`src/rtl/alu_opcol_pkg.sv`:
```
// Shared types, constants and two-operand decode for the ALU operand collector.
// Operand/command widths come from the global OP_WIDTH / CMD_WIDTH macros.
`ifndef OP_WIDTH
`define OP_WIDTH 8
`endif
`ifndef CMD_WIDTH
`define CMD_WIDTH 4
`endif

package alu_opcol_pkg;

    typedef enum logic [0:0] {
        IDLE = 1'b0,
        WAIT = 1'b1
    } opcol_state_t;

    localparam int OPCOL_TIMEOUT_DEFAULT = 16;

    // True when the command needs both OPA and OPB.
    function automatic logic is_two_op(input logic mode, input logic [`CMD_WIDTH-1:0] cmd);
        int unsigned code;
        logic        two_op;
        code   = 32'(cmd);
        two_op = 1'b0;
        if (mode) begin
            case (code)
                32'd0, 32'd1, 32'd2, 32'd3, 32'd8, 32'd9, 32'd10: two_op = 1'b1;
                default:                                           two_op = 1'b0;
            endcase
        end else begin
            case (code)
                32'd0, 32'd1, 32'd2, 32'd3, 32'd4, 32'd5, 32'd12, 32'd13: two_op = 1'b1;
                default:                                                   two_op = 1'b0;
            endcase
        end
        return two_op;
    endfunction

endpackage

```
`src/rtl/alu_opcol_timer.sv`:
```
// Wait-window counter for the operand collector; expire marks the last cycle of the window.
module alu_opcol_timer #(
    parameter int TIMEOUT_CYCLES = alu_opcol_pkg::OPCOL_TIMEOUT_DEFAULT
) (
    input  logic clk,
    input  logic rst,
    input  logic clr,
    input  logic en,
    output logic expire
);

    localparam int            CW   = (TIMEOUT_CYCLES > 1) ? $clog2(TIMEOUT_CYCLES) : 1;
    localparam logic [CW-1:0] LAST = CW'(TIMEOUT_CYCLES - 1);

    logic [CW-1:0] count_r;

    // Cleared on window entry, advances per enabled cycle, parks on the last value.
    always_ff @(posedge clk) begin
        if (rst) begin
            count_r <= '0;
        end else if (clr) begin
            count_r <= '0;
        end else if (en && (count_r != LAST)) begin
            count_r <= count_r + CW'(1);
        end
    end

    assign expire = (count_r == LAST);

endmodule

```
`src/rtl/alu_operand_collector.sv`:
```
// Merges split OPA/OPB arrivals into one ALU transaction, with a timeout fallback.
// Optional `ALU_OPCOL_STATS_EN adds a saturating timeout_count output.
module alu_operand_collector
    import alu_opcol_pkg::*;
#(
    parameter int TIMEOUT_CYCLES = OPCOL_TIMEOUT_DEFAULT
) (
    input  logic                  CLK,
    input  logic                  RST,
    input  logic                  CE,
    input  logic [1:0]            in_valid,
    input  logic [`OP_WIDTH-1:0]  in_opa,
    input  logic [`OP_WIDTH-1:0]  in_opb,
    input  logic [`CMD_WIDTH-1:0] in_cmd,
    input  logic                  in_mode,
    input  logic                  in_cin,
    output logic [1:0]            INP_VALID,
    output logic [`OP_WIDTH-1:0]  OPA,
    output logic [`OP_WIDTH-1:0]  OPB,
    output logic [`CMD_WIDTH-1:0] CMD,
    output logic                  MODE,
    output logic                  CIN,
    output logic                  timeout,
    output logic                  busy
`ifdef ALU_OPCOL_STATS_EN
    ,
    output logic [7:0]            timeout_count
`endif
);

    opcol_state_t          state_r, state_s;
    logic                  held_b_r, held_b_s;
    logic [`OP_WIDTH-1:0]  held_op_r, held_op_s;
    logic [`CMD_WIDTH-1:0] held_cmd_r, held_cmd_s;
    logic                  held_mode_r, held_mode_s;
    logic                  held_cin_r, held_cin_s;

    logic [1:0]            iv_r, iv_s;
    logic [`OP_WIDTH-1:0]  opa_r, opa_s, opb_r, opb_s;
    logic [`CMD_WIDTH-1:0] cmd_r, cmd_s;
    logic                  mode_r, mode_s, cin_r, cin_s;
    logic                  timeout_r, timeout_s, busy_r;

    logic                  partner_s, expire_s, timer_clr_s, timer_en_s;

    alu_opcol_timer #(.TIMEOUT_CYCLES(TIMEOUT_CYCLES)) u_timer (
        .clk    (CLK),
        .rst    (RST),
        .clr    (CE & timer_clr_s),
        .en     (CE & timer_en_s),
        .expire (expire_s)
    );

    // Next-state and next-output decode; data outputs hold unless a transaction issues.
    always_comb begin
        state_s     = state_r;
        held_b_s    = held_b_r;
        held_op_s   = held_op_r;
        held_cmd_s  = held_cmd_r;
        held_mode_s = held_mode_r;
        held_cin_s  = held_cin_r;
        iv_s        = 2'b00;
        opa_s       = opa_r;
        opb_s       = opb_r;
        cmd_s       = cmd_r;
        mode_s      = mode_r;
        cin_s       = cin_r;
        timeout_s   = 1'b0;
        timer_clr_s = 1'b0;
        timer_en_s  = 1'b0;
        partner_s   = held_b_r ? in_valid[0] : in_valid[1];
        case (state_r)
            IDLE: begin
                if (in_valid == 2'b00) begin
                    iv_s = 2'b00;
                end else if ((in_valid == 2'b11) || !is_two_op(in_mode, in_cmd)) begin
                    iv_s   = in_valid;
                    opa_s  = in_opa;
                    opb_s  = in_opb;
                    cmd_s  = in_cmd;
                    mode_s = in_mode;
                    cin_s  = in_cin;
                end else begin
                    held_b_s    = in_valid[1];
                    held_op_s   = in_valid[1] ? in_opb : in_opa;
                    held_cmd_s  = in_cmd;
                    held_mode_s = in_mode;
                    held_cin_s  = in_cin;
                    timer_clr_s = 1'b1;
                    state_s     = WAIT;
                end
            end
            WAIT: begin
                if (partner_s) begin
                    iv_s    = 2'b11;
                    opa_s   = held_b_r ? in_opa : held_op_r;
                    opb_s   = held_b_r ? held_op_r : in_opb;
                    cmd_s   = held_cmd_r;
                    mode_s  = held_mode_r;
                    cin_s   = held_cin_r;
                    state_s = IDLE;
                end else if (expire_s) begin
                    iv_s = held_b_r ? 2'b10 : 2'b01;
                    if (held_b_r) begin
                        opb_s = held_op_r;
                    end else begin
                        opa_s = held_op_r;
                    end
                    cmd_s     = held_cmd_r;
                    mode_s    = held_mode_r;
                    cin_s     = held_cin_r;
                    timeout_s = 1'b1;
                    state_s   = IDLE;
                end else begin
                    timer_en_s = 1'b1;
                end
            end
            default: begin
                state_s = IDLE;
            end
        endcase
    end

    // State, held operand and output registers; RST wins over CE, CE low freezes all.
    always_ff @(posedge CLK) begin
        if (RST) begin
            state_r     <= IDLE;
            held_b_r    <= 1'b0;
            held_op_r   <= '0;
            held_cmd_r  <= '0;
            held_mode_r <= 1'b0;
            held_cin_r  <= 1'b0;
            iv_r        <= 2'b00;
            opa_r       <= '0;
            opb_r       <= '0;
            cmd_r       <= '0;
            mode_r      <= 1'b0;
            cin_r       <= 1'b0;
            timeout_r   <= 1'b0;
            busy_r      <= 1'b0;
        end else if (CE) begin
            state_r     <= state_s;
            held_b_r    <= held_b_s;
            held_op_r   <= held_op_s;
            held_cmd_r  <= held_cmd_s;
            held_mode_r <= held_mode_s;
            held_cin_r  <= held_cin_s;
            iv_r        <= iv_s;
            opa_r       <= opa_s;
            opb_r       <= opb_s;
            cmd_r       <= cmd_s;
            mode_r      <= mode_s;
            cin_r       <= cin_s;
            timeout_r   <= timeout_s;
            busy_r      <= (state_s == WAIT);
        end
    end

    assign INP_VALID = iv_r;
    assign OPA       = opa_r;
    assign OPB       = opb_r;
    assign CMD       = cmd_r;
    assign MODE      = mode_r;
    assign CIN       = cin_r;
    assign timeout   = timeout_r;
    assign busy      = busy_r;

`ifdef ALU_OPCOL_STATS_EN
    logic [7:0] timeout_count_r;

    // Saturating count of issued timeouts.
    always_ff @(posedge CLK) begin
        if (RST) begin
            timeout_count_r <= 8'd0;
        end else if (CE && timeout_s && (timeout_count_r != 8'hFF)) begin
            timeout_count_r <= timeout_count_r + 8'd1;
        end
    end

    assign timeout_count = timeout_count_r;
`endif

endmodule
```
`config.mk`:
```
export PLATFORM = sky130hd
export DESIGN_NAME = alu_operand_collector
export DESIGN_NICKNAME = d
export VERILOG_FILES = /design/src/rtl/alu_opcol_pkg.sv /design/src/rtl/alu_opcol_timer.sv /design/src/rtl/alu_operand_collector.sv
export SDC_FILE = /design/constraint.sdc
export NUM_CORES = 1
export LEC_CHECK = 0
export BUFFER_PORTS_ARGS = -buffer_cell sky130_fd_sc_hd__buf_4
export CAP_MARGIN = 20
export CORE_ASPECT_RATIO = 0.6
export CORE_MARGIN = 2
export CORE_UTILIZATION = 54
export DETAILED_ROUTE_END_ITERATION = 6
export HOLD_SLACK_MARGIN = 0.05
export PLACE_DENSITY = 0.8
export SYNTH_ARGS = -nofsm -noshare
export SYNTH_HDL_FRONTEND = slang
export SYNTH_SLANG_ARGS = --single-unit
```
`constraint.sdc`:
```
create_clock -name CLK -period 2.8 [get_ports CLK]
set_input_delay 0.84 -clock CLK [delete_from_list [all_inputs] [get_ports CLK]]
set_output_delay 0.84 -clock CLK [all_outputs]
set_load 0.01 [all_outputs]
```
==> flow_metrics.env <==
export IMPL_syn_area_mm2=0.002362
export IMPL_final_cell_area_mm2=0.002928
export IMPL_synth_top_area_share_pct=38.14
export IMPL_power_density_mw_per_mm2=473.2
export IMPL_cp_common_cell="buf_4"
export IMPL_core_area_mm2=0.004144
export IMPL_drt_iter0_markers=210
export IMPL_wirelength_um=6191
export IMPL_synth_async_reset_ratio_pct=0
export IMPL_arrival_ns=2.41
export IMPL_dieArea_mm2=0.004937
export IMPL_crit_chain="buf_4, nor2b_1, o31a_1, o221ai_2, buf_4, mux2_1"
export IMPL_ios=53
export IMPL_final_period_minus_worst_setup_slack_ns=2.229
export IMPL_crit_slowest_cell="nor2b_1"
export IMPL_cts_num_sinks=45
export IMPL_max_stage_delay_ns=0.45
export IMPL_die_w_um=89.39
export IMPL_holdBufCountCts=0
export IMPL_ys_ff_latch=45
export IMPL_vdd_drop_max_mv=0.2921
export IMPL_tightest_slew_ns=0.5481
export IMPL_cts_path_max_buffers=2
export IMPL_finalSetupViolations=0
export IMPL_start_util_pct=57.00
export IMPL_tns_ns=0
export IMPL_dr_total_vias=2260
export IMPL_slew_viol_final=0
export IMPL_syn_nets=293
export IMPL_power_switching_w=0.0003929
export IMPL_synthTopCellsByArea="dfxtp_1, mux2_1, a21oi_1, nor2b_1, mux2i_1"
export IMPL_clk_latency_ns=0.29
export IMPL_hpwl_um=4570
export IMPL_status="complete, no violations"
export IMPL_syn_inst=265
export IMPL_fmax_mhz=448.6
export IMPL_ys_seq_area_share_pct=38.14
export IMPL_met1_usage_pct=40.92
export IMPL_p_leak_nw=1.227
export IMPL_cts_buffers=5
export IMPL_ant_nets=0
export IMPL_vias_per_cell=5.995
export IMPL_slew_headroom_pct=63.15
export IMPL_avgSynthCellArea_um2=8.914
export IMPL_hold_path_class="flop to flop"
export IMPL_crit_family="compound AO/OA/AOI/OAI gates"
export IMPL_grt_max_degree=34
export IMPL_clkPwrFrac_pct=26.1
export IMPL_critical_path_cell_count=6
export IMPL_layout_drive_gt1_share_pct=26.18
export IMPL_firstDrtPassIters=6
export IMPL_grt_ovfl_total=0
export IMPL_power_share_combinational_pct=23.2
export IMPL_grt_pass1_vias=2064
export IMPL_place_area_mm2=0.002854
export IMPL_finalHoldViolCount=0
export IMPL_fin_skew_ns=0.004530
export IMPL_end_kind="flop"
export IMPL_drc=0
export IMPL_grt_pass1_wl_um=10030
export IMPL_pwr_share_seq_pct=50.7
export IMPL_grt_total_usage_pct=25.69
export IMPL_die_h_um=55.23
export IMPL_power_w=0.001385
export IMPL_synth_edf_count=0
export IMPL_synthFlopType="dfxtp_1"
export IMPL_nets=346
export IMPL_cts_tree="yes"
export IMPL_worstPathRequired_ns=2.98
export IMPL_grt_busiest_layer="met1"
export IMPL_cap_violations=0
export IMPL_clockRootBuffer="clkbuf_8"
export IMPL_path_class="primary input to flop"
export IMPL_cp_start_kind="primary input"
export IMPL_r2r_cells=5
export IMPL_area_delta_synth_final_pct=23.94
export IMPL_clkSlewWorstSetupHoldPaths_ns=0.07
export IMPL_htreeDepth=2
export IMPL_port_buffers=52
export IMPL_synth_top_area_cell="dfxtp_1"
export IMPL_diodes=0
export IMPL_row_count=18
export IMPL_p_int_w=0.0009925
export IMPL_yosys_warnings=0
export IMPL_cts_setup_buffers=0
export IMPL_fin_crit_sh_pct=79.62
export IMPL_post_cts_resized=0
export IMPL_rsz0062_at_grt="false"
export IMPL_cp_max_fo=8
export IMPL_antenna_found_initial=0
export IMPL_globalplace_congestion=0.9412
export IMPL_grt_util_met2_pct=36.19
export IMPL_wl_per_cell_um=16.42
export IMPL_met3_usage_pct=5.381
export IMPL_ys_types=43
export IMPL_switching_share_pct=28.36
export IMPL_path_buf_inv=2
export IMPL_hold_path_depth=2
## sequential cells by signal, indices dropped and copies added (netlist names), 2 cells and up
register	count
OPA	8
held_cmd_r	4
held_op_r	8
CMD	4
OPB	8
u_timer.count_r	4
INP_VALID	2
## worst register-to-register path: cells and delay by family (launching register included)
kind	cells	cell delay [ns]
compound gates	2	0.52
simple gates	1	0.47
flops	1	0.40
mux	1	0.32
buf+inv	1	0.20
## cells in the final DEF, fill, tap and decap left out, types with 7 or more instances in the layout
cell type  count
o21ai_0       10
mux2_1        14
o31ai_1        8
dfxtp_1       45
nor2_1         7
nand2_1       19
mux2i_1        9
buf_4         69
nor2b_1       18
a211oi_1       8
nand4_1        7
nand3_1       11
a31oi_1        9
a21oi_1       29
## per-stage QoR
stage	std cells	utilization, %	hold WS [ns]	setup WS, ns
6_report	377	70.65	0.4702	0.5708
5_1_grt	377	70.65	0.4814	0.4932
4_1_cts	377	70.65	0.4709	0.5828
3_5_place_dp	371	68.87	0.4582	0.2868
3_3_place_gp	371	68.87	0.4563	0.3002
2_1_floorplan	265	-	0.4483	0.5170
## cell type report
cell class                      count  area (µm²)
Clock inverter                      1       5.005
Timing Repair Buffer               69       518.0
Fill cell                         347        1216
Tap cell                           60       75.07
Inverter                            5       18.77
Clock buffer                        5       68.82
Sequential cell                    45       900.9
Multi-Input combinational cell    192        1341
## final timing paths
kind / startpoint / to / slack [ns]
min reg2reg: timeout$_SDFFE_PP0P_ / timeout$_SDFFE_PP0P_ / 0.47
min: timeout$_SDFFE_PP0P_ / timeout$_SDFFE_PP0P_ / 0.47
max reg2reg: held_b_r$_SDFFE_PP0P_ / OPA[3]$_SDFFE_PP0P_ / 0.79
max: in_valid[1] / OPA[3]$_SDFFE_PP0P_ / 0.57
## power by group through the flow
stage | clock network (W) | registers [W] | logic, W
floorplan | 0 | 0.000725 | 0.000171
global placement | 0 | 0.000715 | 0.000313
detailed placement | 0 | 0.000717 | 0.000317
CTS | 0.000376 | 0.000702 | 0.000319
global route | 0.000397 | 0.000707 | 0.000346
finish | 0.000362 | 0.000702 | 0.000321
## per-layer routing
metal | routed length [µm] | vias to the layer above
li1 | - | 1093
met1 | 2996 | 1061
met2 | 2646 | 101
met3 | 524 | 5
met4 | 25 | 0
met5 | 0 | -
## cell families after synthesis
| kind of cell | synth area share (%) |
|---|---|
| adders and majority gates | 0.5296 |
| DFF | 38.14 |
| buffers and inverters | 5.085 |
| xor gates and xnor gates | 0.3708 |
| muxes | 11.44 |
| and+or+nand+nor | 15.84 |
| AOI/OAI and AO/OA | 28.60 |
## synth_stat cells, types with 8 or more instances
library cell,n
dfxtp_1,45
mux2_1,14
nand2_1,19
clkbuf_1,13
a211oi_1,8
a31oi_1,9
o31ai_1,8
o21ai_0,10
a21oi_1,29
nor2b_1,18
nand3_1,11
mux2i_1,9
No activity file was read; power rests on OpenSTA's default activity.
